### src/rtl/cpu_constant.sv
// Shared memory-command and arbiter-state encodings, used by the arbiter, CU and MCU.
package cpu_constant;

    localparam int unsigned DATA_W = 32;
    localparam int unsigned CTL_W  = 4;
    localparam int unsigned CNT_W  = 4;

    // Bit positions inside the one-hot winner vector
    localparam int unsigned WIN_CPU = 0;
    localparam int unsigned WIN_DMA = 1;

    localparam logic [CTL_W-1:0] MEM_NOP = 4'd0;
    localparam logic [CTL_W-1:0] MEM_RD  = 4'd1;
    localparam logic [CTL_W-1:0] MEM_WR  = 4'd2;

    typedef enum logic [1:0] {
        ST_IDLE = 2'd0,
        ST_BUSY = 2'd1,
        ST_RESP = 2'd2
    } arb_state_t;

    function automatic logic [CTL_W-1:0] mem_cmd(input logic we);
        return we ? MEM_WR : MEM_RD;
    endfunction

endpackage

### src/rtl/arb_pick.sv
// Combinational winner select: CPU/DMA request pair plus last-grant pointer -> one-hot winner.
module arb_pick
    import cpu_constant::*;
(
    input  logic       i_cpu_req,
    input  logic       i_dma_req,
    input  logic       i_last_dma,
    output logic [1:0] o_win
);

    // On a tie the requester not granted last wins; a pointer tied to 0 gives DMA priority
    always_comb begin
        o_win = 2'b00;
        if (i_cpu_req && i_dma_req) begin
            o_win[WIN_CPU] = i_last_dma;
            o_win[WIN_DMA] = !i_last_dma;
        end else begin
            o_win[WIN_CPU] = i_cpu_req;
            o_win[WIN_DMA] = i_dma_req;
        end
    end

endmodule

### src/rtl/mem_arbiter.sv
// CPU/DMA single-port memory arbiter: IDLE -> BUSY (MEM_LAT cycles) -> RESP.
// MEM_ARB_ROUND_ROBIN_EN selects round-robin tie-break; otherwise DMA has fixed priority.
module mem_arbiter
    import cpu_constant::*;
#(
    parameter int unsigned MEM_LAT = 1
) (
    input  logic              clk,
    input  logic              rst,
    input  logic              cpu_req,
    input  logic              cpu_we,
    input  logic [DATA_W-1:0] cpu_addr,
    input  logic [DATA_W-1:0] cpu_wdata,
    input  logic              dma_req,
    input  logic              dma_we,
    input  logic [DATA_W-1:0] dma_addr,
    input  logic [DATA_W-1:0] dma_wdata,
    output logic              cpu_gnt,
    output logic              dma_gnt,
    output logic              cpu_rvalid,
    output logic              dma_rvalid,
    output logic [DATA_W-1:0] cpu_rdata,
    output logic [DATA_W-1:0] dma_rdata,
    output logic [CTL_W-1:0]  mem_ctl,
    output logic [DATA_W-1:0] mem_addr,
    output logic [DATA_W-1:0] mem_wdata,
    input  logic [DATA_W-1:0] mem_rdata
);

    arb_state_t        r_state;
    logic [CNT_W-1:0]  r_cnt;
    logic              r_owner_dma;
    logic              r_cpu_gnt;
    logic              r_dma_gnt;
    logic              r_cpu_rvalid;
    logic              r_dma_rvalid;
    logic [DATA_W-1:0] r_cpu_rdata;
    logic [DATA_W-1:0] r_dma_rdata;
    logic [CTL_W-1:0]  r_mem_ctl;
    logic [DATA_W-1:0] r_mem_addr;
    logic [DATA_W-1:0] r_mem_wdata;
    logic [1:0]        w_win;
    logic              w_last_dma;

`ifdef MEM_ARB_ROUND_ROBIN_EN
    logic r_last_dma;

    // Remember who won the most recent grant
    always_ff @(posedge clk or negedge rst) begin
        if (!rst) begin
            r_last_dma <= 1'b0;
        end else if (r_state == ST_IDLE && w_win != 2'b00) begin
            r_last_dma <= w_win[WIN_DMA];
        end
    end

    assign w_last_dma = r_last_dma;
`else
    assign w_last_dma = 1'b0;
`endif

    arb_pick u_arb_pick (
        .i_cpu_req  (cpu_req),
        .i_dma_req  (dma_req),
        .i_last_dma (w_last_dma),
        .o_win      (w_win)
    );

    always_ff @(posedge clk or negedge rst) begin
        if (!rst) begin
            r_state      <= ST_IDLE;
            r_cnt        <= '0;
            r_owner_dma  <= 1'b0;
            r_cpu_gnt    <= 1'b0;
            r_dma_gnt    <= 1'b0;
            r_cpu_rvalid <= 1'b0;
            r_dma_rvalid <= 1'b0;
            r_cpu_rdata  <= '0;
            r_dma_rdata  <= '0;
            r_mem_ctl    <= MEM_NOP;
            r_mem_addr   <= '0;
            r_mem_wdata  <= '0;
        end else begin
            r_cpu_gnt    <= 1'b0;
            r_dma_gnt    <= 1'b0;
            r_cpu_rvalid <= 1'b0;
            r_dma_rvalid <= 1'b0;
            case (r_state)
                ST_IDLE: begin
                    if (w_win != 2'b00) begin
                        r_state     <= ST_BUSY;
                        r_cnt       <= '0;
                        r_owner_dma <= w_win[WIN_DMA];
                        r_cpu_gnt   <= w_win[WIN_CPU];
                        r_dma_gnt   <= w_win[WIN_DMA];
                        r_mem_ctl   <= w_win[WIN_DMA] ? mem_cmd(dma_we) : mem_cmd(cpu_we);
                        r_mem_addr  <= w_win[WIN_DMA] ? dma_addr : cpu_addr;
                        r_mem_wdata <= w_win[WIN_DMA] ? dma_wdata : cpu_wdata;
                    end
                end
                ST_BUSY: begin
                    if (r_cnt == CNT_W'(MEM_LAT - 1)) begin
                        r_state      <= ST_RESP;
                        r_mem_ctl    <= MEM_NOP;
                        r_cpu_rvalid <= !r_owner_dma;
                        r_dma_rvalid <= r_owner_dma;
                        if (r_mem_ctl == MEM_RD) begin
                            if (r_owner_dma) r_dma_rdata <= mem_rdata;
                            else             r_cpu_rdata <= mem_rdata;
                        end
                    end else begin
                        r_cnt <= r_cnt + CNT_W'(1);
                    end
                end
                ST_RESP: begin
                    r_state <= ST_IDLE;
                end
                default: begin
                    r_state   <= ST_IDLE;
                    r_mem_ctl <= MEM_NOP;
                end
            endcase
        end
    end

    assign cpu_gnt    = r_cpu_gnt;
    assign dma_gnt    = r_dma_gnt;
    assign cpu_rvalid = r_cpu_rvalid;
    assign dma_rvalid = r_dma_rvalid;
    assign cpu_rdata  = r_cpu_rdata;
    assign dma_rdata  = r_dma_rdata;
    assign mem_ctl    = r_mem_ctl;
    assign mem_addr   = r_mem_addr;
    assign mem_wdata  = r_mem_wdata;

endmodule

### config.mk
export PLATFORM = sky130hd
export DESIGN_NAME = mem_arbiter
export DESIGN_NICKNAME = d
export VERILOG_FILES = /design/src/rtl/cpu_constant.sv /design/src/rtl/arb_pick.sv /design/src/rtl/mem_arbiter.sv
export SDC_FILE = /design/constraint.sdc
export NUM_CORES = 1
export LEC_CHECK = 0
export CORE_MARGIN = 1.5
export CORE_UTILIZATION = 37
export CTS_CLUSTER_DIAMETER = 40
export CTS_CLUSTER_SIZE = 12
export DETAILED_ROUTE_END_ITERATION = 16
export PLACE_DENSITY = 0.84
export SLEW_MARGIN = 20
export SYNTH_ARGS = -nofsm -noshare
export SYNTH_HDL_FRONTEND = slang
export SYNTH_HIERARCHICAL = 1
export SYNTH_SLANG_ARGS = --single-unit
### constraint.sdc
create_clock -name clk -period 2.3 [get_ports clk]
set_clock_uncertainty 0.1 [all_clocks]
set_input_delay 0.23 -clock clk [delete_from_list [all_inputs] [get_ports clk]]
set_output_delay 0.23 -clock clk [all_outputs]
set_load 0.1 [all_outputs]
==> results of run 1 <==
[area by class of cell]
| class | count | area [um^2] | area share [%] |
|---|---|---|---|
| Multi-Input combinational cell | 301 | 2350 | 24.4 |
| Tap cell | 216 | 270 | 2.81 |
| Sequential cell | 141 | 3530 | 36.7 |
| Inverter | 4 | 15.0 | 0.156 |
| Timing Repair Buffer | 315 | 2860 | 29.7 |
| Clock inverter | 15 | 176 | 1.83 |
| Clock buffer | 17 | 425 | 4.42 |
[state kept, by name, indices dropped and copies added (netlist names), 2 cells and up]
name,flops
cpu_rdata,32
dma_rdata,32
mem_addr,32
mem_wdata,32
r_cnt,4
mem_ctl,2
r_state,2
[cell usage in the layout, fill, tap and decap left out, types with 4 or more instances in the layout]
cell type,count
o21ai_0,129
inv_6,5
mux2_1,5
inv_1,4
buf_12,6
clkdlybuf4s50_1,164
clkbuf_16,17
mux2i_1,68
buf_4,143
dfrtp_1,141
mux2_2,59
conb_1,4
clkinvlp_4,4
[critical path, cell delays in order, from the launching register on]
cell,delay (ps)
dfrtp_1,410
inv_1,70
ha_1,160
or3b_1,400
nor4b_4,310
buf_12,230
mux2_1,350
[worst max path at each step]
| stage | endpoint | cells after the start | slack [ps] |
|---|---|---|---|
| after floorplan | cpu_rdata[10]$_DFFE_PN0P_ | 4 | 20 |
| after CTS | cpu_rdata[31]$_DFFE_PN0P_ | 6 | 80 |
| after global placement | cpu_rdata[21]$_DFFE_PN0P_ | 6 | 130 |
| final | cpu_rdata[31]$_DFFE_PN0P_ | 6 | 120 |
| after global routing | cpu_rdata[31]$_DFFE_PN0P_ | 6 | 40 |
| after detailed placement | cpu_rdata[31]$_DFFE_PN0P_ | 6 | 90 |
[kinds of logic (layout without fill, tap and decap cells)]
family | count (synthesis) | after routing | synth area share, %
flip-flops | 141 | 141 | 58.4
XOR/XNOR | 1 | 1 | 0.145
other | 1 | 4 | 0.0620
buffers and inverters | 43 | 351 | 3.42
adder cells (fa/ha/maj) | 2 | 2 | 0.414
AND/OR/NAND/NOR | 23 | 23 | 2.48
AO/OA/AOI/OAI | 139 | 139 | 11.9
multiplexers | 132 | 132 | 23.2
[repair_timing]
item,CTS,global route
endpoints found under the setup margin,0,1
hold buffers,1,0
hold endpoints to repair,49,0
[synthesized netlist by cell type, drive strengths merged]
| cell type | n | share of area [%] |
|---|---|---|
| nand2b | 1 | 0.10 |
| dfrtp | 141 | 58 |
| nor2b | 3 | 0.31 |
| buf | 12 | 1.5 |
| or2 | 1 | 0.10 |
| o31ai | 1 | 0.12 |
| a21boi | 2 | 0.25 |
| nand2 | 3 | 0.19 |
| conb | 1 | 0.062 |
| nand4b | 1 | 0.14 |
| o21ai | 130 | 11 |
| o21bai | 1 | 0.12 |
| nor3 | 2 | 0.17 |
| nand3 | 1 | 0.083 |
| xor2 | 1 | 0.14 |
| mux2i | 68 | 11 |
| clkbuf | 27 | 1.7 |
| a21o | 1 | 0.12 |
| ha | 2 | 0.41 |
| nor4b | 1 | 0.39 |
| a32oi | 1 | 0.14 |
| nor3b | 1 | 0.12 |
| mux2 | 64 | 12 |
| nor2 | 3 | 0.19 |
| or3b | 1 | 0.14 |
| and3 | 2 | 0.21 |
| nand3b | 1 | 0.12 |
| nand4 | 1 | 0.10 |
| o22ai | 1 | 0.10 |
| inv | 4 | 0.25 |
| a31o | 2 | 0.29 |
| and2 | 1 | 0.10 |
[stage by stage]
stage / hold slack, ps / instance area, um^2 / utilization [%]
6_report: 237 / 9620 / 60.4
5_1_grt: 278 / 9620 / 60.4
4_1_cts: 239 / 9620 / 60.4
3_5_place_dp: 110 / 9010 / 56.5
3_3_place_gp: 109 / 9010 / 56.5
2_1_floorplan: -166 / 6060 / -
[metal layers]
layer | vias up | track usage, % | routed length, um
met2 | 207 | 33.5 | 8430
met5 | - | 0 | 0
met3 | 26 | 5.90 | 1290
li1 | 2329 | - | -
met1 | 2429 | 21.9 | 6270
met4 | 0 | 7.18 | 278
==> impl_results.rst, run 1 <==
.. list-table::
   :header-rows: 1

   * - Metric
     - Value
   * - Post_cts resized
     - 0
   * - Synth Area per Inst
     - around 13 um^2
   * - Total number of nets in the final design
     - 948
   * - Final period utilization
     - 94.6%
   * - Final setup violating endpoints
     - 0
   * - Via/cell ratio
     - about 4.9
   * - Data arrival time of the worst path
     - 2360 ps
   * - Number of buffers created by CTS
     - 17
   * - Critical-path maximum fanout
     - 25
   * - Number of core rows
     - 46
   * - Clock Latency Late Sink
     - 410 ps
   * - Placed wire-length estimate
     - around 12 mm
   * - Endpoint type of the worst setup path
     - flip-flop
   * - Worst slack, placed
     - 92.2 ps
   * - Die Area
     - roughly 0.017 mm^2
   * - Layout cell share with drive strength beyond 1
     - around 31%
   * - Reg-to-Reg End
     - cpu_rdata[31]$_DFFE_PN0P_
   * - Number of buffers on the longest clock path
     - 2
   * - Status
     - complete, no violations
   * - Root Buffer
     - clkbuf_16
   * - First element of the critical path
     - r_cnt[0]$_DFFE_PN0P_
   * - Total number of H-tree levels
     - 4
   * - Count of endpoints failing hold in the final timing report
     - 0
   * - Max Fclk
     - between 0.4 and 0.5 GHz
   * - Initial core utilization
     - 37.9%
   * - Number of maximum-capacitance violations
     - 0
   * - Number of cell instances on the worst register-to-register path
     - 6
   * - Vias in the first global route
     - approximately 5000
   * - Wire length reported by the detailed router
     - 16.3 mm
   * - Synth warn
     - 6
   * - Average detailed-routed wire length per instance
     - around 16 um
   * - Setup repair after global routing missed its margin
     - false
   * - Flop and latch count out of synthesis
     - 141
   * - FILL cells
     - about 1300
   * - Placed Instances
     - 976
   * - Initial DRC count
     - approximately 150
   * - Maximum number of pins on one net before global-route repair
     - 66
   * - Synth-to-layout area growth
     - 59.2%
   * - Pins Over Slew Limit
     - 0
   * - Weighted congestion at the end of routability-driven global placement
     - ~0.8
   * - Measured slew at the worst slew-check pin
     - 1030 ps
   * - Clock transition at the registers of the reported paths
     - 60 ps
   * - Number of instances in the synthesized netlist
     - about 480
   * - TritonCTS clock tree
     - yes
   * - Startpoint of the worst register-to-register path
     - r_cnt[0]$_DFFE_PN0P_
   * - Share of synthesized area occupied by flip-flops and latches
     - a little under 60%
   * - Post-synth cell types
     - 36
   * - Post-layout min period
     - 2180 ps
   * - Via count of the routed design
     - ~5000
   * - IO Count
     - a little over 300
   * - Clock Sink Count
     - around 140
   * - Pre-antenna DRT Iters
     - 6
   * - HP Class
     - in2async
   * - Type of the worst setup path
     - reg2reg
   * - Wire length of the first global-routing pass
     - around 25 mm
   * - Number of antenna violations at the first check in global routing
     - 0
   * - Required time at the worst-slack endpoint
     - 2490 ps
   * - Cell area after technology mapping
     - roughly 0.0060 mm^2
   * - R2R setup slack
     - roughly 120 ps
   * - Final non-filler cell total
     - just over 1000
   * - Remaining global-route overflow
     - 0
   * - Core box area
     - about 0.016 mm^2
   * - Remaining design rule violation count
     - 0
   * - Die Y-Extent
     - between 100 and 150 um
   * - Number of nets still failing antenna checks after routing
     - 0
   * - Die width
     - 131 um
   * - Final setup slack of the worst path
     - 124 ps
   * - Diodes inserted
     - 0
   * - Normalized max-slew margin
     - between 30% and 40%
   * - Critical Path Start Type
     - flip-flop
   * - Number of setup buffers added after CTS
     - 0
   * - GR Util All Layers
     - between 10% and 20%
   * - Aggregate negative setup slack
     - 0 ps
   * - Port Buffer Count
     - about 300
Power of run 1 is left out: the tool's default activity adds up to more than one toggle a clock period on the data nets, which glitch-free logic cannot reach.
==> run 2: changes to the inputs <==
HOLD_SLACK_MARGIN = 0.08   (was unset)
==> results of run 2 <==
Same layout as run 1: the final DEF is identical, and so are final timing and power.
Power of run 2 is left out for the same reason.
